==> config.mk <==
export PLATFORM = sky130hd
export DESIGN_NAME = time_entry
export DESIGN_NICKNAME = d
export VERILOG_FILES = /design/src/rtl/time_entry.sv
export SDC_FILE = /design/constraint.sdc
export NUM_CORES = 1
export LEC_CHECK = 0
export ABC_AREA = 1
export CORE_ASPECT_RATIO = 1.1
export CORE_MARGIN = 1.5
export CORE_UTILIZATION = 50
export DETAILED_ROUTE_END_ITERATION = 12
export HOLD_SLACK_MARGIN = 0.05
export PLACE_DENSITY = 0.74
export SYNTH_ARGS = -nofsm -noshare
export SYNTH_HDL_FRONTEND = slang
export SYNTH_SLANG_ARGS = --single-unit
==> constraint.sdc <==
create_clock -name clk -period 3.3 [get_ports clk]
set_input_delay 0.33 -clock clk [delete_from_list [all_inputs] [get_ports clk]]
set_output_delay 0.33 -clock clk [all_outputs]
set_load 0.03 [all_outputs]
==> src/rtl/time_entry.sv <==
// Microwave cook-time entry: captures keypad BCD digits into an MM:SS register
// and counts it down on 1 Hz ticks, with run/pause/done control and keypad lockout.
module time_entry (
  input  logic       clk,
  input  logic       clrn,
  input  logic [3:0] D,
  input  logic       loadn,
  input  logic       pgt_1hz,
  input  logic       startn,
  input  logic       stopn,
  output logic [3:0] min_tens,
  output logic [3:0] min_ones,
  output logic [3:0] sec_tens,
  output logic [3:0] sec_ones,
  output logic       enablen,
  output logic       running,
  output logic       done
);

  typedef enum logic [1:0] {IDLE, RUN, PAUSE, DONE} state_e;

  state_e     state_q, state_d;
  logic       loadn_q, startn_q, stopn_q, pgt_q;
  logic       loadEv_q, startEv_q, stopEv_q, tickEv_q;
  logic [3:0] dig_q;
  logic [3:0] mt_q, mo_q, st_q, so_q;
  logic [3:0] mt_d, mo_d, st_d, so_d;
  logic [3:0] decMt, decMo, decSt, decSo;
  logic       decZero, timeZero;

  // Edge detection is itself registered, which gives the two-edge event latency.
  always_ff @(posedge clk or negedge clrn) begin
    if (!clrn) begin
      loadn_q   <= 1'b1;
      startn_q  <= 1'b1;
      stopn_q   <= 1'b1;
      pgt_q     <= 1'b0;
      loadEv_q  <= 1'b0;
      startEv_q <= 1'b0;
      stopEv_q  <= 1'b0;
      tickEv_q  <= 1'b0;
      dig_q     <= 4'd0;
    end else begin
      loadn_q   <= loadn;
      startn_q  <= startn;
      stopn_q   <= stopn;
      pgt_q     <= pgt_1hz;
      loadEv_q  <= loadn_q & ~loadn;
      startEv_q <= startn_q & ~startn;
      stopEv_q  <= stopn_q & ~stopn;
      tickEv_q  <= ~pgt_q & pgt_1hz;
      dig_q     <= D;
    end
  end

  always_ff @(posedge clk or negedge clrn) begin
    if (!clrn) begin
      state_q <= IDLE;
      mt_q    <= 4'd0;
      mo_q    <= 4'd0;
      st_q    <= 4'd0;
      so_q    <= 4'd0;
    end else begin
      state_q <= state_d;
      mt_q    <= mt_d;
      mo_q    <= mo_d;
      st_q    <= st_d;
      so_q    <= so_d;
    end
  end

  // One-second decrement; seconds-tens wraps to 5, so entered 6-9 simply count down.
  always_comb begin
    decMt = mt_q;
    decMo = mo_q;
    decSt = st_q;
    decSo = so_q;
    if (so_q != 4'd0) begin
      decSo = so_q - 4'd1;
    end else begin
      decSo = 4'd9;
      if (st_q != 4'd0) begin
        decSt = st_q - 4'd1;
      end else begin
        decSt = 4'd5;
        if (mo_q != 4'd0) begin
          decMo = mo_q - 4'd1;
        end else begin
          decMo = 4'd9;
          decMt = mt_q - 4'd1;
        end
      end
    end
  end

  assign timeZero = ({mt_q, mo_q, st_q, so_q} == 16'h0000);
  assign decZero  = ({decMt, decMo, decSt, decSo} == 16'h0000);

  always_comb begin
    state_d = state_q;
    mt_d    = mt_q;
    mo_d    = mo_q;
    st_d    = st_q;
    so_d    = so_q;
    unique case (state_q)
      IDLE: begin
        if (stopEv_q) begin
          {mt_d, mo_d, st_d, so_d} = 16'h0000;
        end else if (startEv_q && !timeZero) begin
          state_d = RUN;
        end else if (loadEv_q && dig_q <= 4'd9) begin
          {mt_d, mo_d, st_d, so_d} = {mo_q, st_q, so_q, dig_q};
        end
      end
      RUN: begin
        if (stopEv_q) begin
          state_d = PAUSE;
        end else if (tickEv_q) begin
          {mt_d, mo_d, st_d, so_d} = {decMt, decMo, decSt, decSo};
          if (decZero) state_d = DONE;
        end
      end
      PAUSE: begin
        if (stopEv_q) begin
          state_d = IDLE;
          {mt_d, mo_d, st_d, so_d} = 16'h0000;
        end else if (startEv_q) begin
          state_d = RUN;
        end
      end
      DONE: begin
        if (stopEv_q || startEv_q) state_d = IDLE;
      end
      default: state_d = IDLE;
    endcase
  end

  assign min_tens = mt_q;
  assign min_ones = mo_q;
  assign sec_tens = st_q;
  assign sec_ones = so_q;
  assign enablen  = (state_q == RUN) || (state_q == PAUSE);
  assign running  = (state_q == RUN);
  assign done     = (state_q == DONE);

endmodule

## Word level (Yosys, flattened, before mapping)

Cells that the tools add are included.

| word-level totals | value |
|---|---|
| bits in registers | 30 |
| word-level logic and storage cells | 98 |
| bits of input ports | 10 |

| operators by class | value |
|---|---|
| add/subtract/negate cells | 4 |
| equal/unequal tests | 14 |
| bitwise gates (word level) | 8 |
| multiplexer cells | 43 |
| reductions and logical operators | 14 |
| $lt $le $gt $ge | 1 |

Operators with widths:

| operator | count |
|---|---|
| $mux 4 | 30 |
| $pmux 4 s3 | 4 |
| $logic_not 16->1 | 2 |
| $mux 2 | 8 |
| $sub 4x1->4 const B | 4 |
| $reduce_and 6->1 | 2 |
| $reduce_bool 4->1 | 3 |
| $ne 3x3->1 const B | 3 |
| $ne 2x2->1 const B | 4 |
| $pmux 2 s4 | 1 |
| $ne 3x1->1 const B | 2 |
| $and 1x1->1 | 4 |
| $eq 2x2->1 const B | 2 |
| $le 4x4->1 const B | 1 |
| $ne 2x1->1 const B | 2 |
| $not 1->1 | 4 |
| $reduce_bool 3->1 | 1 |
| $eq 2x1->1 const B | 1 |
| $logic_and 1x1->1 | 2 |
| $logic_not 2->1 | 1 |
| $logic_or 1x1->1 | 2 |
| $logic_not 1->1 | 1 |

## Depth between registers and ports, before layout

| logic depth | value |
|---|---|
| word-level depth | 9 |
| mapped depth | 16 |

## Least setup slack after synthesis

OpenSTA, ideal clock, no wires.

| timing | value |
|---|---|
| path type | register to register |
| from | register state_q[0] |
| to | register so_q[0] (netlist: sec_ones[0]) |
| stages on the path, launching flop included | 10 |
| data arrival time | 1.910 ns |
| path slack | 1.260 ns |
| required time | 3.170 ns |
| clock period less this slack | 2.040 ns |
| path buffers | 3 |
| cell sequence | dfrtp_1 -> inv_1 -> ha_1 -> clkbuf_1 -> or2_2 -> clkbuf_1 -> buf_2 -> o22ai_1 -> nand2_1 -> o21ai_0 |

| on the way | value |
|---|---|
| longest elaborated chain between the ends | 3 |
| elaborated cells on any way between the ends | 11 |
| classes of those cells | eq/ne (7); mux (1); reduce/logical (3) |

Ends and longest elaborated chain:

| what | RTL line | source |
|---|---|---|
| start, declared | 22 | `state_e state_q, state_d;` |
| start signal, assigned | 64 | `state_q <= state_d;` |
| $eq 2x2->1, or another cell as far along | 105 | `unique case (state_q)` |
| $ne 2x2->1 (no line), or another cell as far along | - |  |
| $reduce_and 6->1 (no line) | - |  |
| end signal, assigned | 62 | `so_q <= 4'd0;` |
| end signal, assigned | 68 | `so_q <= so_d;` |
| end, declared | 26 | `logic [3:0] mt_q, mo_q, st_q, so_q;` |

Several ways; a longest one is shown, not always the timed one.
A chain may end at the register's enable or synchronous reset.

## Worst setup path after layout

| timing | value |
|---|---|
| from | register so_q[1] (netlist: sec_ones[1]) |
| to | register mt_q[0] (netlist: min_tens[0]) |

| on the way | value |
|---|---|
| longest elaborated chain between the ends | 5 |
| elaborated cells on any way between the ends | 10 |
| classes of those cells | eq/ne (1); mux (4); reduce/logical (5) |

Ends and longest elaborated chain:

| what | RTL line | source |
|---|---|---|
| $logic_not 16->1 or $reduce_bool 4->1 (tied branches) | 96, 78 |  |
| $logic_not 1->1 or $mux 4 (tied branches) | 109, 78 |  |
| $logic_and 1x1->1 or $mux 4 (tied branches) | 109, 118 |  |
| $ne 3x3->1 (no line) or $mux 4 (tied branches) | - |  |
| $reduce_and 6->1 (no line) or $pmux 4 s3 (tied branches) | - |  |
| end signal, assigned | 65 | `mt_q <= mt_d;` |
| end, declared | 26 |  |

Several ways; a longest one is shown, not always the timed one. The select of a mux whose other input is x is not followed.

==> impl_results.md <==
- Pre-antenna DRT Iters: 4
- Row Count: 22
- Post-synth EDFFs: 0
- Tot Pwr: 2.30 mW
- Synth top area share: 37.7%
- Mapped cell area: 0.00179 mm^2
- Fill count: 313
- Leak: 1.02 nW
- Setup repair bufs after CTS: 0
- Hold Path Class: primary input to async pin
- Global-route usage over all layers: 21.6%
- Multi-input logic area: 860 um^2
- CP arrival: 2770 ps
- Initial DRC Count: 67
- Final net count: 287
- Outcome: finished clean
- Vias in the first global route: 1511
- Fin. Hold Viols: 0
- CTS sink cnt: 30
- Detailed-route wire length: 3750 um
- Global-route wire length before repair: 6270 um
- Crit path required time: 3550 ps
- Final core utilization: 64.3%
- Critical path type: flip-flop to flip-flop
- Hold_buf cts: 0
- CP Launch Type: flip-flop
- I/O Pins: 29
- Slew at the pin with the worst max-slew slack: 579 ps
- Final Instance Count excl. Fillers: 316
- Total overflow reported by the global router: 0
- RSZ-0062 raised after global routing: false
- Die height: 65.8 um
- Hold WS: 369 ps
- Maximum clock rate: 396 MHz
- Area delta synth->final: 21.5%
- Cell taking the most area after synthesis: dfrtp_1
- Tmin final: 2520 ps
- Largest net degree at the start of global routing: 31
- GPL Wtd Cong: 0.836
- Starting density of the core: 52.9%
- Initial antenna violation count: 0
- Register area: 754 um^2
- Layout cell share with drive strength beyond 1: 8.58%
- Max_cap viols: 0
- Port Buffers: 28
- CTS resizes: 0
- Max Slew Vio Count: 0
- Synth Instances: 238
- Post-route ant nets: 0
- Fin crit share: 76.5%
- CTS Root Cell: clkbuf_4
- Sequential-to-total area share from yosys stat: 42.1%
- Net Count, Synth: 258
- Clock buffer count from CTS: 5
- Worst-path clk slew: 90 ps
- Top_reg_cell synth: dfrtp_1
- Yosys cell types: 28
- Antenna Cells: 0
- Worst Skew: 7.56 ps
- Post-DP HPWL: 2800 um
- Longest Clk Path Bufs: 2
- Rel. slew slack: 61.2%
- Max VDD drop: 0.655 mV
- Via count: 1615
- Die ar.: 0.00395 mm^2
- CTS tree: yes
- Die Wd: 60.1 um
- P per Cell Area: 1060 mW/mm^2
- Synth Warn #: 0
- DRC Markers: 0
- Async S/R FF share, synth: 100%
- Worst setup EP type: flip-flop
- Clk Latency, worst-skew pair: 330 ps
- Area contributors post-synth: dfrtp_1 (38%), nand2_1 (12%), o21ai_0 (7.8%)
- Synth Register Bits: 30
- H-tree depth: 2
- CP Max Fanout: 18
- Placed insts: 308
- Placeable Area: 0.00339 mm^2
- Count of final setup violators: 0
- Setup TNS: 0 ps
- Vias/cell: 5.11
- Synthesized area per cell: 7.52 um^2
- Routed WL per cell: 11.9 um
-- cells in the mapped netlist (3+ instances only) --
cell type	n
a21oi_1	3
inv_1	34
o21ai_0	28
nand2_1	56
dfrtp_1	27
ha_1	10
buf_2	3
nor2_1	22
nand3_1	18
dfstp_2	3
nand2_2	5
o22ai_1	8
-- through the flow --
stage	setup slack, ps	cell area (um^2)
6_report	777	2180
5_1_grt	476	2180
4_1_cts	779	2180
3_5_place_dp	792	2100
3_3_place_gp	903	2100
2_1_floorplan	1260	1790
-- critical path: stages (launching register included) --
cell     delay, ps
dfrtp_1        380
inv_1          190
ha_1           220
nand2_2        130
nor2_4         280
nand4_1        160
nand2_1        100
nand3_1         80
a31oi_2        460
buf_4          310
nand2_1         60
o21ai_0         80
-- final cells by class --
cell class	instances	area share, %
multi-input combinational	166	39.5
sequential	30	34.7
timing repair buffer	30	13.6
inverter	34	5.87
clock buffer	8	3.62
tap	48	2.76
-- state kept, by name, indices dropped and copies added (netlist names) --
name	count
loadEv_q	1
sec_ones	4
min_ones	4
state_q	2
stopn_q	1
pgt_q	1
tickEv_q	1
stopEv_q	1
loadn_q	1
dig_q	4
startn_q	1
min_tens	4
startEv_q	1
sec_tens	4
-- where the power goes --
group / switching, mW / total (mW) / internal (mW) / leakage (nW)
clock network: 0.121 / 0.267 / 0.145 / 0.0446
registers: 0.0960 / 0.557 / 0.461 / 0.382
logic: 0.967 / 1.48 / 0.510 / 0.597
total: 1.18 / 2.30 / 1.12 / 1.02
-- layer usage --
metal / global-route usage [%] / vias up / part of all wire [%]
met2: 36.4 / 41 / 48
met3: 6.69 / 11 / 4.6
met5: 0 / - / 0
met1: 24.9 / 740 / 44
met4: 8.61 / 0 / 2.6
li1: - / 823 / -
-- cells by family after synthesis --
logic type,count (synthesis),share of synthesized area (%)
fa+ha+maj,10,6.99
xor+xnor,1,0.489
simple gates,113,27.6
buf+inv,42,9.85
compound gates,42,12.9
flops,30,42.1
-- cells in the final DEF, fill, tap and decap left out --
master	count
ha_1	10
nor2_4	1
inv_1	34
nand3b_1	1
and3_1	1
nand4_1	2
o21ai_0	28
buf_4	2
or3_1	2
nand3_1	18
or2_2	1
and2_1	1
nor2_1	22
a21oi_1	3
clkbuf_4	5
o22ai_1	8
clkbuf_8	3
xor2_1	1
clkdlybuf4s50_1	28
dfstp_2	3
a31oi_2	1
o21ai_1	1
dfrtp_1	27
nand2_1	56
nor2_2	2
nand2_2	5
nor3_1	1
o32ai_1	1
-- path summary, 6_finish.rpt --
check / cells past startpoint / endpoint / slack [ps] / startpoint
max in group asynchronous: 2 / stopn_q$_DFF_PN1_ / 2610 / clrn
min in group clk: 1 / tickEv_q$_DFF_PN0_ / 400 / pgt_q$_DFF_PN0_
min reg2reg: 1 / tickEv_q$_DFF_PN0_ / 400 / pgt_q$_DFF_PN0_
min: 2 / sec_tens[1]$_DFFE_PN0P_ / 370 / clrn
max: 11 / min_tens[0]$_DFFE_PN0P_ / 780 / sec_ones[1]$_DFFE_PN0P_
max reg2reg: 11 / min_tens[0]$_DFFE_PN0P_ / 780 / sec_ones[1]$_DFFE_PN0P_
Note: power is estimated with default switching activity, not from simulation.
